### src/rtl/lane_pipe_valid.sv
// Multi-lane elastic pipeline register (LANES x WIDTH + lane enables), DEPTH stages.
// Latency DEPTH-1 cycles after acceptance on an empty pipe; one beat per cycle.
// Backpressure: combinational ready chain from out_ready; LANE_PIPE_VALID_FLUSH_EN adds flush.
module lane_pipe_valid #(
    parameter int LANES = 4,
    parameter int WIDTH = 8,
    parameter int DEPTH = 2
) (
    input  logic                          clk,
    input  logic                          reset,
    input  logic                          in_valid,
    output logic                          in_ready,
    input  logic [LANES*WIDTH-1:0]        in_data,
    input  logic [LANES-1:0]              in_lane_en,
    output logic                          out_valid,
    input  logic                          out_ready,
    output logic [LANES*WIDTH-1:0]        out_data,
    output logic [LANES-1:0]              out_lane_en,
`ifdef LANE_PIPE_VALID_FLUSH_EN
    input  logic                          flush,
`endif
    output logic [$clog2(DEPTH+1)-1:0]    occupancy
);

    localparam int DW    = LANES * WIDTH;
    localparam int OCC_W = $clog2(DEPTH+1);

    logic           v_q    [DEPTH];
    logic           v_d    [DEPTH];
    logic [DW-1:0]  data_q [DEPTH];
    logic [DW-1:0]  data_d [DEPTH];
    logic [LANES-1:0] en_q [DEPTH];
    logic [LANES-1:0] en_d [DEPTH];
    logic           ld     [DEPTH];
    logic           unl    [DEPTH];
    logic [DW-1:0]  src_data [DEPTH];
    logic [LANES-1:0] src_en [DEPTH];
    logic [DW-1:0]  in_masked;
    logic           flush_w;

`ifdef LANE_PIPE_VALID_FLUSH_EN
    assign flush_w = flush;
`else
    assign flush_w = 1'b0;
`endif

    // Disabled lanes are zeroed at capture; the enable mask itself is kept as-is.
    always_comb begin
        in_masked = '0;
        for (int k = 0; k < LANES; k++) begin
            if (in_lane_en[k]) begin
                in_masked[k*WIDTH +: WIDTH] = in_data[k*WIDTH +: WIDTH];
            end
        end
    end

    // Ready ripples from the output stage back to the input within one cycle.
    always_comb begin
        for (int i = 0; i < DEPTH; i++) begin
            ld[i]  = 1'b0;
            unl[i] = 1'b0;
        end
        unl[DEPTH-1] = v_q[DEPTH-1] && out_ready;
        for (int i = DEPTH-1; i > 0; i--) begin
            ld[i]    = v_q[i-1] && (!v_q[i] || unl[i]);
            unl[i-1] = ld[i];
        end
        in_ready = !reset && !flush_w && (!v_q[0] || unl[0]);
        ld[0]    = in_valid && in_ready;
    end

    always_comb begin
        src_data[0] = in_masked;
        src_en[0]   = in_lane_en;
        for (int i = 1; i < DEPTH; i++) begin
            src_data[i] = data_q[i-1];
            src_en[i]   = en_q[i-1];
        end
    end

    always_comb begin
        for (int i = 0; i < DEPTH; i++) begin
            v_d[i]    = v_q[i];
            data_d[i] = data_q[i];
            en_d[i]   = en_q[i];
            if (flush_w) begin
                v_d[i]    = 1'b0;
                data_d[i] = '0;
                en_d[i]   = '0;
            end else if (ld[i]) begin
                v_d[i]    = 1'b1;
                data_d[i] = src_data[i];
                en_d[i]   = src_en[i];
            end else if (unl[i]) begin
                v_d[i]    = 1'b0;
            end
        end
    end

    always_ff @(posedge clk or posedge reset) begin
        if (reset) begin
            for (int i = 0; i < DEPTH; i++) begin
                v_q[i]    <= 1'b0;
                data_q[i] <= '0;
                en_q[i]   <= '0;
            end
        end else begin
            for (int i = 0; i < DEPTH; i++) begin
                v_q[i]    <= v_d[i];
                data_q[i] <= data_d[i];
                en_q[i]   <= en_d[i];
            end
        end
    end

    always_comb begin
        occupancy = '0;
        for (int i = 0; i < DEPTH; i++) begin
            occupancy = occupancy + OCC_W'(v_q[i]);
        end
    end

    // Stale data in an emptied last stage stays hidden behind out_valid.
    assign out_valid   = v_q[DEPTH-1];
    assign out_data    = out_valid ? data_q[DEPTH-1] : '0;
    assign out_lane_en = out_valid ? en_q[DEPTH-1]   : '0;

endmodule

### config.mk
export PLATFORM = sky130hd
export DESIGN_NAME = lane_pipe_valid
export DESIGN_NICKNAME = d
export VERILOG_FILES = /design/src/rtl/lane_pipe_valid.sv
export SDC_FILE = /design/constraint.sdc
export NUM_CORES = 1
export LEC_CHECK = 0
export CAP_MARGIN = 25
export CORE_MARGIN = 5
export CORE_UTILIZATION = 49
export DETAILED_ROUTE_END_ITERATION = 7
export GPL_TIMING_DRIVEN = 1
export PLACE_DENSITY = 0.82
export SLEW_MARGIN = 20
export SYNTH_ARGS = -nofsm -noshare
export SYNTH_HDL_FRONTEND = slang
export SYNTH_SLANG_ARGS = --single-unit
### constraint.sdc
create_clock -name clk -period 3 [get_ports clk]
set_input_delay 0.75 -clock clk [delete_from_list [all_inputs] [get_ports clk]]
set_output_delay 0.75 -clock clk [all_outputs]
set_load 0.02 [all_outputs]
==> metrics.md, run 1 <==
| Metric | Value |
|---|---|
| Status | `complete, no violations` |
| CTS Hold Bufs | `0` |
| Final setup TNS | `0 ns` |
| Clock skew | `0.00607 ns` |
| Clock Sinks | `74` |
| Power Dens Cells | `623 nW/um^2` |
| Initial antenna violation count | `0` |
| Utilization after layout | `between 60% and 70%` |
| Drt first pass iters | `4` |
| FP Rows | `29` |
| Nets | `between 300 and 400` |
| I/O pin cnt | `80` |
| Worst hold path type | `flop to flop` |
| Max_cap viols | `0` |
| Worst Path Arrival | `2.10 ns` |
| Later-pin clock latency in the skew report | `roughly 0.33 ns` |
| Crit path kind | `input pin to output port` |
| DR iter-0 viols | `94` |
| Met3 WL | `~340 um` |
| Peak supply drop | `~410 uV` |
| Critical-path cell list | `clkdlybuf4s50_1 -> and3b_1 -> nor2_1 -> clkdlybuf4s50_1` |
| CP startpoint kind | `input pin` |
| H-tree depth | `3` |
| Slew margin rel. | `roughly three fifths` |
| Post-cts resize count | `0` |
| Cells after Synth | `278` |
| Total Routed Length | `6730 um` |
| Bufs on Longest Clock Path | `2` |
| Uppermost layer routed | `met4` |
| CP bufs+invs | `2` |
| Routed length on met2 | `3320 um` |
| Largest net degree at the start of global routing | `75` |
| Max-slew violations | `0` |
| Total CTS buffers | `9` |
| Hold Fails Final Rpt | `0` |
| CTS tree | `done` |
| RD Place Congestion | `0.737` |
| Fill count | `479` |
| #FFs+latches synth | `74` |
| CP max stage cell | `clkdlybuf4s50_1` |
| Overflow after GRT | `0` |
| Final setup margin | `0.153 ns` |
| Maximum clock rate | `351 MHz` |
| Most used cell, CP | `clkdlybuf4s50_1` |
| Mapped cell area | `about 3200 um^2` |
| Setup repair bufs after CTS | `0` |
| Post-DP HPWL | `~4600 um` |
| Chip Height | `90.7 um` |
| M1 WL | `2970 um` |
| Largest delay share family, worst path | `buffers and inverters` |
| Final worst-path cycle share | `94.9%` |
| Syn-to-layout area delta | `31.8%` |
| Final min period | `2.85 ns` |
| # diodes | `0` |
| DIE WIDTH | `90.7 um` |
| Vias in the first global route | `2370` |
| Post-route ant nets | `0` |
| Syn nets | `319` |
| Ys async rst share | `100%` |
| Yosys Warn Count | `0` |
| RSZ-0062 raised after global routing | `false` |
| GRT Util Overall | `17.3%` |
| Layout cells sized above 1 | `17.6%` |
| Setup crit end kind | `output port` |
| Cell variety after synth | `18` |
| Reg clk slew, reported paths | `~0.07 ns` |
| Via density per instance | `about 5.2` |
| CTS Root Cell | `clkbuf_8` |
| First-pass GRT wire length | `11500 um` |
| Final setup fails | `0` |
| Synthesized area per cell | `~11 um^2` |
| Main synth FF type | `dfrtp_1` |
| CP max stage delay | `roughly 0.61 ns` |
| Post-synth EDFFs | `0` |
| Worst EP required | `roughly 2.3 ns` |
| IO Port Bufs | `79` |
| Slew @ Worst Pin | `0.622 ns` |
| Post-Place Worst Slack | `0.159 ns` |
| Vias | `2250` |
| Residual DRC count | `0` |
| Seq/Total Area, Yosys | `58.0%` |
| Maximum fanout along the worst path | `2` |
| Effective utilization at floorplan | `50.3%` |
| Die area | `between 8000 and 9000 um^2` |
| Wire per inst | `15.5 um` |
| Static Leakage | `0.00189 uW` |
| Core area | `about 6300 um^2` |
[routing by layer]
layer	vias to the layer above	global-route usage [%]
met5	-	0
met4	0	7.94
li1	1085	-
met2	58	28.0
met1	1099	22.0
met3	8	3.83
[flip-flops by register name, summed over array words and instances, names as in the netlist]
name,flops
v_q,1
out_valid,1
en_q,8
data_q,64
[placed cells by master, fill, tap and decap left out]
| master | n |
|---|---|
| buf_12 | 2 |
| ha_1 | 1 |
| mux2_4 | 4 |
| clkbuf_1 | 2 |
| o21ai_0 | 34 |
| buf_4 | 6 |
| or2_1 | 1 |
| nand2_1 | 32 |
| nand2b_1 | 3 |
| inv_2 | 1 |
| and2_1 | 36 |
| clkdlybuf4s50_1 | 79 |
| clkbuf_8 | 10 |
| bufinv_16 | 1 |
| o21ai_1 | 30 |
| nand2_2 | 1 |
| a21o_1 | 1 |
| nor2_1 | 1 |
| clkinv_2 | 2 |
| and3b_1 | 1 |
| dfrtp_1 | 74 |
| mux2_2 | 36 |
[path summary, 6_finish.rpt]
kind	cells after the start	endpoint	start	slack (ns)
max	4	in_ready	out_ready	0.15
min	1	data_q[18]$_DFFE_PP0P_	data_q[18]$_DFFE_PP0P_	0.50
max reg2reg	6	data_q[42]$_DFFE_PP0P_	out_valid$_DFFE_PP0P_	0.79
min reg2reg	1	data_q[18]$_DFFE_PP0P_	data_q[18]$_DFFE_PP0P_	0.50
max in group asynchronous	3	data_q[47]$_DFFE_PP0P_	reset	1.82
min in group asynchronous	3	out_valid$_DFFE_PP0P_	reset	0.88
[synthesized netlist by cell type, types with 3 or more instances]
| cell | n | area (um^2) |
|---|---|---|
| buf_1 | 4 | 15.0 |
| dfrtp_1 | 74 | 1850 |
| and2_1 | 36 | 225 |
| clkbuf_1 | 10 | 37.5 |
| o21ai_1 | 30 | 150 |
| o21ai_0 | 34 | 170 |
| nand2_1 | 32 | 120 |
| mux2_2 | 36 | 405 |
| mux2_4 | 4 | 60.1 |
| buf_6 | 8 | 90.1 |
| nand2b_1 | 3 | 18.8 |
[worst register-to-register path, stage by stage (launching register included)]
cell,delay (ns)
dfrtp_1,0.36
buf_4,0.23
and3b_1,0.21
buf_4,0.31
or2_1,0.56
buf_4,0.31
o21ai_1,0.10
[through the flow]
stage / power, uW / std cells / hold slack (ns) / instance area (um^2)
after global routing: 2770 / 435 / 0.509 / 4210
final: 2620 / 435 / 0.496 / 4210
after CTS: 2650 / 435 / 0.501 / 4210
after floorplan: 1640 / 278 / 0.465 / 3190
after detailed placement: 1920 / 420 / 0.485 / 4020
after global placement: 1890 / 420 / 0.479 / 4020
[power breakdown]
group	internal, uW	switching (uW)	total, uW
combinational	349	287	636
clock	401	331	732
sequential	1180	80.1	1260
[cells by family after synthesis]
family | count (synthesis) | share of synthesized area [%]
compound gates | 65 | 10.3
simple gates | 75 | 12.2
buf+inv | 23 | 4.58
fa+ha+maj | 1 | 0.392
flops | 74 | 58.0
mux | 40 | 14.6
[cell type report]
class,count,area [um^2],area share (%)
multi-input cells,181,1190,28.4
flip-flops and latches,74,1850,44.0
clock inverters,3,40.0,0.952
clock buffers,12,145,3.45
well taps,77,96.3,2.29
repair buffers,87,876,20.8
inverters,1,3.75,0.0892
Note: power is estimated with default switching activity, not from simulation.
==> inputs of run 2 (changes only) <==
--- a/config.mk
+++ b/config.mk
@@ -6,11 +6,12 @@
 export NUM_CORES = 1
 export LEC_CHECK = 0
 export CAP_MARGIN = 25
-export CORE_MARGIN = 5
-export CORE_UTILIZATION = 49
+export CORE_ASPECT_RATIO = 1.4
+export CORE_UTILIZATION = 51
+export CTS_BUF_LIST = sky130_fd_sc_hd__clkbuf_4 sky130_fd_sc_hd__clkbuf_8
 export DETAILED_ROUTE_END_ITERATION = 7
 export GPL_TIMING_DRIVEN = 1
-export PLACE_DENSITY = 0.82
+export PLACE_DENSITY = 0.84
 export SLEW_MARGIN = 20
 export SYNTH_ARGS = -nofsm -noshare
 export SYNTH_HDL_FRONTEND = slang
==> run 2 against run 1 <==
  * Final cell count decreased by 1.4%
  * Clock-buffer cell count did not move
  * Die area fell by 20%
  * Combinational power shrank 1%
  * First-iteration DRC count grew 66%
  * Maximum frequency shrank 0.21%
  * Wire length is 4.7% lower
  * Critical path type unchanged
  * Largest power group unchanged
  * Highest routed layer unchanged
==> metrics.md, run 2 (synthesis gave the netlist of run 1 again) <==
| Metric | Value |
|---|---|
| Sw power | `696 uW (was 698 uW)` |
| Drt first pass iters | `4 (unchanged)` |
| Most frequent cells in the layout | `79 x clkdlybuf4s50_1, 74 x dfrtp_1, 36 x mux2_2, 36 x and2_1, 34 x o21ai_0 (unchanged)` |
| Wire per inst | `15.0 um (was 15.5 um)` |
| Largest net degree at the start of global routing | `35 (was 75)` |
| Setup crit end kind | `output port (unchanged)` |
| DIE WIDTH | `68.9 um (was 90.7 um)` |
| Vias | `2285 (was 2250)` |
| Reg2reg start | `out_valid$_DFFE_PP0P_ (unchanged)` |
| Internal | `1940 uW (was 1920 uW)` |
| Peak supply drop | `500 uV (was 408 uV)` |
| Initial antenna violation count | `0 (unchanged)` |
| Register area | `1850 um^2 (unchanged)` |
| Proportion of power drawn by the clock network | `28.4% (was 27.9%)` |
| Clock skew | `0.00447 ns (was 0.00607 ns)` |
| CTS tree | `done (unchanged)` |
| Hold Path Cell Cnt | `1 (unchanged)` |
| Final setup fails | `0 (unchanged)` |
| Leading cell type in the layout, fill and taps excluded | `clkdlybuf4s50_1 (unchanged)` |
| Reg with most FFs | `data_q (unchanged)` |
| Flop pwr share | `47.8% (was 47.9%)` |
| Hold path startpoint | `data_q[23]$_DFFE_PP0P_ (was data_q[18]$_DFFE_PP0P_)` |
| Reg2reg setup slack | `0.63 ns (was 0.79 ns)` |
| CTS Root Cell | `clkbuf_8 (unchanged)` |
| Worst Path Arrival | `2.10 ns (about the same)` |
| Static Leakage | `0.00190 uW (was 0.00189 uW)` |
| Final worst-path cycle share | `95.1% (was 94.9%)` |
| Sw frac | `26.4% (was 26.6%)` |
| Comb power frac | `23.8% (was 24.3%)` |
| RD Place Congestion | `0.795 (was 0.737)` |
| First-pass GRT wire length | `10500 um (was 11500 um)` |
| CP startpoint kind | `input pin (unchanged)` |
| Chip Height | `95.6 um (was 90.7 um)` |
| Max_cap viols | `0 (unchanged)` |
| Post-DP Area | `4010 um^2 (was 4020 um^2)` |
| Worst R2R End | `data_q[49]$_DFFE_PP0P_ (was data_q[42]$_DFFE_PP0P_)` |
| # diodes | `0 (unchanged)` |
| Bufs on Longest Clock Path | `2 (unchanged)` |
| Clock Sinks | `74 (unchanged)` |
| RSZ-0062 raised after global routing | `false (unchanged)` |
| Hold Fails Final Rpt | `0 (unchanged)` |
| Post-cts resize count | `0 (unchanged)` |
| Total Routed Length | `6420 um (was 6730 um)` |
| Top Registers | `data_q x64, en_q x8 (unchanged)` |
| Worst reg-to-reg path cell count | `5 (was 6)` |
| Status | `complete, no violations (unchanged)` |
| Setup repair bufs after CTS | `0 (unchanged)` |
| Hold worst-path end | `data_q[23]$_DFFE_PP0P_ (was data_q[18]$_DFFE_PP0P_)` |
| Maximum clock rate | `351 MHz (about the same)` |
| I/O pin cnt | `80 (unchanged)` |
| DR iter-0 viols | `156 (was 94)` |
| GRT Util Overall | `22.7% (was 17.3%)` |
| Worst EP required | `2.25 ns (about the same)` |
| FP Rows | `33 (was 29)` |
| Core area | `5950 um^2 (was 6350 um^2)` |
| Layout cells sized above 1 | `18.4% (was 17.6%)` |
| Nets | `396 (was 395)` |
| CTS Hold Bufs | `0 (unchanged)` |
| Crit path kind | `input pin to output port (unchanged)` |
| Overflow after GRT | `0 (unchanged)` |
| Syn-to-layout area delta | `31.6% (was 31.8%)` |
| Post-DP HPWL | `4410 um (was 4580 um)` |
| Max reg flops | `64 (unchanged)` |
| Die area | `6590 um^2 (was 8230 um^2)` |
| Final min period | `2.85 ns (about the same)` |
| IO Port Bufs | `79 (unchanged)` |
| Final setup TNS | `0 ns (unchanged)` |
| H-tree depth | `3 (unchanged)` |
| Slew @ Worst Pin | `0.642 ns (was 0.622 ns)` |
| Slew margin rel. | `57.2% (was 58.5%)` |
| Power Dens Cells | `628 nW/um^2 (was 623 nW/um^2)` |
| Multi-input logic area | `1190 um^2 (unchanged)` |
| Maximum fanout along the worst path | `2 (unchanged)` |
| Reg clk slew, reported paths | `0.07 ns (about the same)` |
| Total CTS buffers | `9 (unchanged)` |
| Vias in the first global route | `2279 (was 2370)` |
| Hold WS | `0.498 ns (was 0.496 ns)` |
| Worst hold path type | `flop to flop (unchanged)` |
| Effective utilization at floorplan | `53.7% (was 50.3%)` |
| Residual DRC count | `0 (unchanged)` |
| Final std cell area, no fill | `4200 um^2 (was 4210 um^2)` |
| Later-pin clock latency in the skew report | `0.34 ns (was 0.33 ns)` |
| Via density per instance | `5.33 (was 5.17)` |
| Fill count | `449 (was 479)` |
| Post-route ant nets | `0 (unchanged)` |
| Max-slew violations | `0 (unchanged)` |
==> run 2: changes by cell type in the layout (fill, tap and decap cells not counted) <==
| cell | before | now |
|---|---|---|
| buf_12 | 2 | 1 |
| buf_4 | 6 | 8 |
| clkbuf_1 | 2 | 0 |
| clkbuf_4 | 0 | 2 |
==> run 2: worst max-delay path: stages <==
cell,delay [ns]
clkdlybuf4s50_1,0.47
and3b_1,0.19
nor2_1,0.09
clkdlybuf4s50_1,0.61
==> run 2: cell type report <==
class	instances	area share (%)
repair buffers	88	20.7
flip-flops and latches	74	44.1
well taps	70	2.08
clock inverters	3	0.953
inverters	1	0.0893
multi-input cells	181	28.4
clock buffers	12	3.63
==> run 2: worst max-delay path by stage <==
stage                                startpoint                    end  slack, ns  cells past startpoint
final                                 out_ready               in_ready       0.15                      4
after global routing      out_valid$_DFFE_PP0P_         out_lane_en[1]       0.05                      3
after CTS                 out_valid$_DFFE_PP0P_           out_data[18]       0.14                      3
after detailed placement              out_ready               in_ready       0.16                      4
after global placement                out_ready               in_ready       0.15                      4
after floorplan                           reset  data_q[0]$_DFFE_PP0P_       0.35                      1
==> run 2: metrics by stage <==
step | power, uW | cells | worst slack [ns] | utilization [%]
after floorplan | 1640 | 278 | 0.349 | -
after detailed placement | 1910 | 414 | 0.160 | 67.4
after CTS | 2660 | 429 | 0.138 | 70.7
final | 2640 | 429 | 0.147 | 70.7
after global placement | 1890 | 414 | 0.151 | 67.4
after global routing | 2780 | 429 | 0.0465 | 70.7
==> run 2: layer usage <==
metal / track usage, % / part of all wire, %
met5: 0 / 0
met4: 9.86 / 1.6
met3: 7.78 / 4.8
met2: 35.8 / 53
met1: 27.7 / 41
==> run 2: power groups by stage <==
stage | sequential, uW | combinational, uW | clock, uW
floorplan | 1250 | 396 | 0
global placement | 1270 | 615 | 0
detailed placement | 1280 | 632 | 0
CTS | 1260 | 635 | 768
global route | 1280 | 684 | 813
finish | 1260 | 627 | 748
==> inputs of run 3 (changes only) <==
--- a/config.mk
+++ b/config.mk
@@ -7,11 +7,10 @@
 export LEC_CHECK = 0
 export CAP_MARGIN = 25
 export CORE_ASPECT_RATIO = 1.4
-export CORE_UTILIZATION = 51
+export CORE_UTILIZATION = 55
 export CTS_BUF_LIST = sky130_fd_sc_hd__clkbuf_4 sky130_fd_sc_hd__clkbuf_8
 export DETAILED_ROUTE_END_ITERATION = 7
-export GPL_TIMING_DRIVEN = 1
-export PLACE_DENSITY = 0.84
+export PLACE_DENSITY = 0.9
 export SLEW_MARGIN = 20
 export SYNTH_ARGS = -nofsm -noshare
 export SYNTH_HDL_FRONTEND = slang
==> constraint.sdc (replaced) <==
create_clock -name clk -period 3.5 [get_ports clk]
set_input_delay 0.875 -clock clk [delete_from_list [all_inputs] [get_ports clk]]
set_output_delay 0.875 -clock clk [all_outputs]
set_load 0.02 [all_outputs]
==> run 3 against run 2 <==
  * Final cell count decreased by 0.47%
  * Clock-buffer cell count up 2
  * Sequential cell count stayed put
  * Die area is 7.1% lower
  * Via count is 2.3% higher
  * Critical endpoint unchanged
  * Largest power group unchanged
  * Highest routed layer unchanged
==> metrics.md, run 3 (synthesis gave the netlist of run 1 again) <==
| Metric | Value |
|---|---|
| Status | `complete, no violations (unchanged)` |
| Core area | `5570 um^2 (was 5950 um^2)` |
| Slew @ Worst Pin | `0.569 ns (was 0.642 ns)` |
| Post-cts resize count | `0 (unchanged)` |
| Final setup TNS | `0 ns (unchanged)` |
| Total CTS buffers | `9 (unchanged)` |
| Residual DRC count | `0 (unchanged)` |
| Slew margin rel. | `62.0% (was 57.2%)` |
| Final setup fails | `0 (unchanged)` |
| Clock skew | `0.0109 ns (was 0.00447 ns)` |
| Max reg flops | `64 (unchanged)` |
| Fill count | `383 (was 449)` |
| GRT Util Overall | `24.5% (was 22.7%)` |
| Leading cell type in the layout, fill and taps excluded | `clkdlybuf4s50_1 (unchanged)` |
| CP bufs+invs | `2 (unchanged)` |
| First-pass GRT wire length | `11000 um (was 10500 um)` |
| Overflow after GRT | `0 (unchanged)` |
| Chip Height | `92.2 um (was 95.6 um)` |
| IO Port Bufs | `79 (unchanged)` |
| Max_cap viols | `0 (unchanged)` |
| Final worst-path cycle share | `about 89%` |
| Largest delay share family, worst path | `buffers and inverters (unchanged)` |
| Setup repair bufs after CTS | `0 (unchanged)` |
| Final min period | `3.10 ns` |
| Vias in the first global route | `2418 (was 2279)` |
| Via density per instance | `5.47 (was 5.33)` |
| Wire per inst | `15.7 um (was 15.0 um)` |
| CP max stage delay | `0.60 ns (was 0.61 ns)` |
| Clock Sinks | `74 (unchanged)` |
| Initial antenna violation count | `0 (unchanged)` |
| Utilization after layout | `75.9% (was 70.7%)` |
| Static Leakage | `0.00191 uW (was 0.00190 uW)` |
| FP Rows | `32 (was 33)` |
| Reg with most FFs | `data_q (unchanged)` |
| Power Dens Cells | `560 nW/um^2 (was 628 nW/um^2)` |
| Maximum clock rate | `322 MHz` |
| CP startpoint kind | `input pin (unchanged)` |
| DR iter-0 viols | `90 (was 156)` |
| CP max stage cell | `clkdlybuf4s50_1 (unchanged)` |
| CTS Root Cell | `clkbuf_8 (unchanged)` |
| Post-Place Worst Slack | `0.393 ns (was 0.160 ns)` |
| Post-DP HPWL | `4550 um (was 4410 um)` |
| Effective utilization at floorplan | `57.4% (was 53.7%)` |
| RD Place Congestion | `0.730 (was 0.795)` |
| Reg clk slew, reported paths | `0.07 ns (about the same)` |
| Total Routed Length | `6720 um (was 6420 um)` |
| Power Total | `2360 uW (was 2640 uW)` |
| Bufs on Longest Clock Path | `2 (unchanged)` |
| Vias | `2337 (was 2285)` |
| CTS Hold Bufs | `0 (unchanged)` |
| Post-route ant nets | `0 (unchanged)` |
| I/O pin cnt | `80 (unchanged)` |
| Layout cells sized above 1 | `18.4% (unchanged)` |
| H-tree depth | `3 (unchanged)` |
| Most frequent cells in the layout | `79 x clkdlybuf4s50_1, 74 x dfrtp_1, 36 x mux2_2, 36 x and2_1, 34 x o21ai_0 (unchanged)` |
| RSZ-0062 raised after global routing | `false (unchanged)` |
| Drt first pass iters | `4 (unchanged)` |
| Die area | `6120 um^2 (was 6590 um^2)` |
| Maximum fanout along the worst path | `2 (unchanged)` |
| Peak supply drop | `369 uV (was 500 uV)` |
| Worst Path Arrival | `2.23 ns (was 2.10 ns)` |
| # diodes | `0 (unchanged)` |
| Top Registers | `data_q x64, en_q x8 (unchanged)` |
| CTS tree | `done (unchanged)` |
| Setup crit end kind | `output port (unchanged)` |
| Critical-path cell list | `clkdlybuf4s50_1 -> and3b_1 -> nor2_1 -> clkdlybuf4s50_1 (unchanged)` |
| Most used cell, CP | `clkdlybuf4s50_1 (unchanged)` |
| DIE WIDTH | `66.4 um (was 68.9 um)` |
| Hold Fails Final Rpt | `0 (unchanged)` |
| Syn-to-layout area delta | `32.4% (was 31.6%)` |
| Later-pin clock latency in the skew report | `0.33 ns (was 0.34 ns)` |
| Crit path kind | `input pin to output port (unchanged)` |
| Nets | `395 (was 396)` |
| Worst hold path type | `flop to flop (unchanged)` |
| Largest net degree at the start of global routing | `37 (was 35)` |
| Max-slew violations | `0 (unchanged)` |
| Final setup margin | `0.398 ns (was 0.147 ns)` |
| Worst EP required | `2.62 ns (was 2.25 ns)` |
==> run 3: changes by cell type in the layout (fill, tap and decap cells not counted) <==
cell       delta
buf_4         -1
clkbuf_4      +2
clkinv_2      -2
bufinv_16     +1
==> run 3: path summary, 6_finish.rpt <==
check,from,endpoint,cells past startpoint,slack (ns)
max,out_ready,in_ready,4,0.40
min,data_q[24]$_DFFE_PP0P_,data_q[24]$_DFFE_PP0P_,1,0.50
max reg2reg,out_valid$_DFFE_PP0P_,en_q[6]$_DFFE_PP0P_,5,1.22
min reg2reg,data_q[24]$_DFFE_PP0P_,data_q[24]$_DFFE_PP0P_,1,0.50
max in group asynchronous,reset,data_q[51]$_DFFE_PP0P_,3,1.84
min in group asynchronous,reset,data_q[26]$_DFFE_PP0P_,2,0.92
==> run 3: area by class of cell <==
type | count | area (um^2) | share of cell area [%]
Inverter | 1 | 3.75 | 0.0888
Timing Repair Buffer | 87 | 863 | 20.4
Multi-Input combinational cell | 181 | 1190 | 28.3
Clock inverter | 2 | 60.1 | 1.42
Clock buffer | 14 | 168 | 3.97
Tap cell | 68 | 85.1 | 2.01
Sequential cell | 74 | 1850 | 43.8
==> run 3: worst register-to-register path: stages (launching register included) <==
cell and delay [ns]:
dfrtp_1 0.70, and3b_1 0.27, buf_4 0.31, or2_1 0.38, buf_12 0.21, mux2_4 0.31
==> run 3: report_power, final <==
| group | internal (uW) | total (uW) | switching [uW] | leakage, uW |
|---|---|---|---|---|
| clock network | 454 | 739 | 285 | 0.000119 |
| registers | 1010 | 1090 | 80.5 | 0.000957 |
| logic | 296 | 538 | 243 | 0.000836 |
==> run 3: per-stage QoR <==
step                      cells  area [um^2]  hold WS (ns)
final                       427         4230         0.498
after floorplan             278         3190         0.465
after global routing        427         4230         0.514
after global placement      411         4000         0.479
after CTS                   427         4230         0.500
after detailed placement    411         4000         0.485
==> run 3: routing by layer <==
metal	wire, um	track usage [%]	up-vias
met3	215	4.23	10
met5	0	0	-
met4	158	14.4	0
li1	-	-	1086
met2	3670	41.2	62
met1	2680	28.7	1179
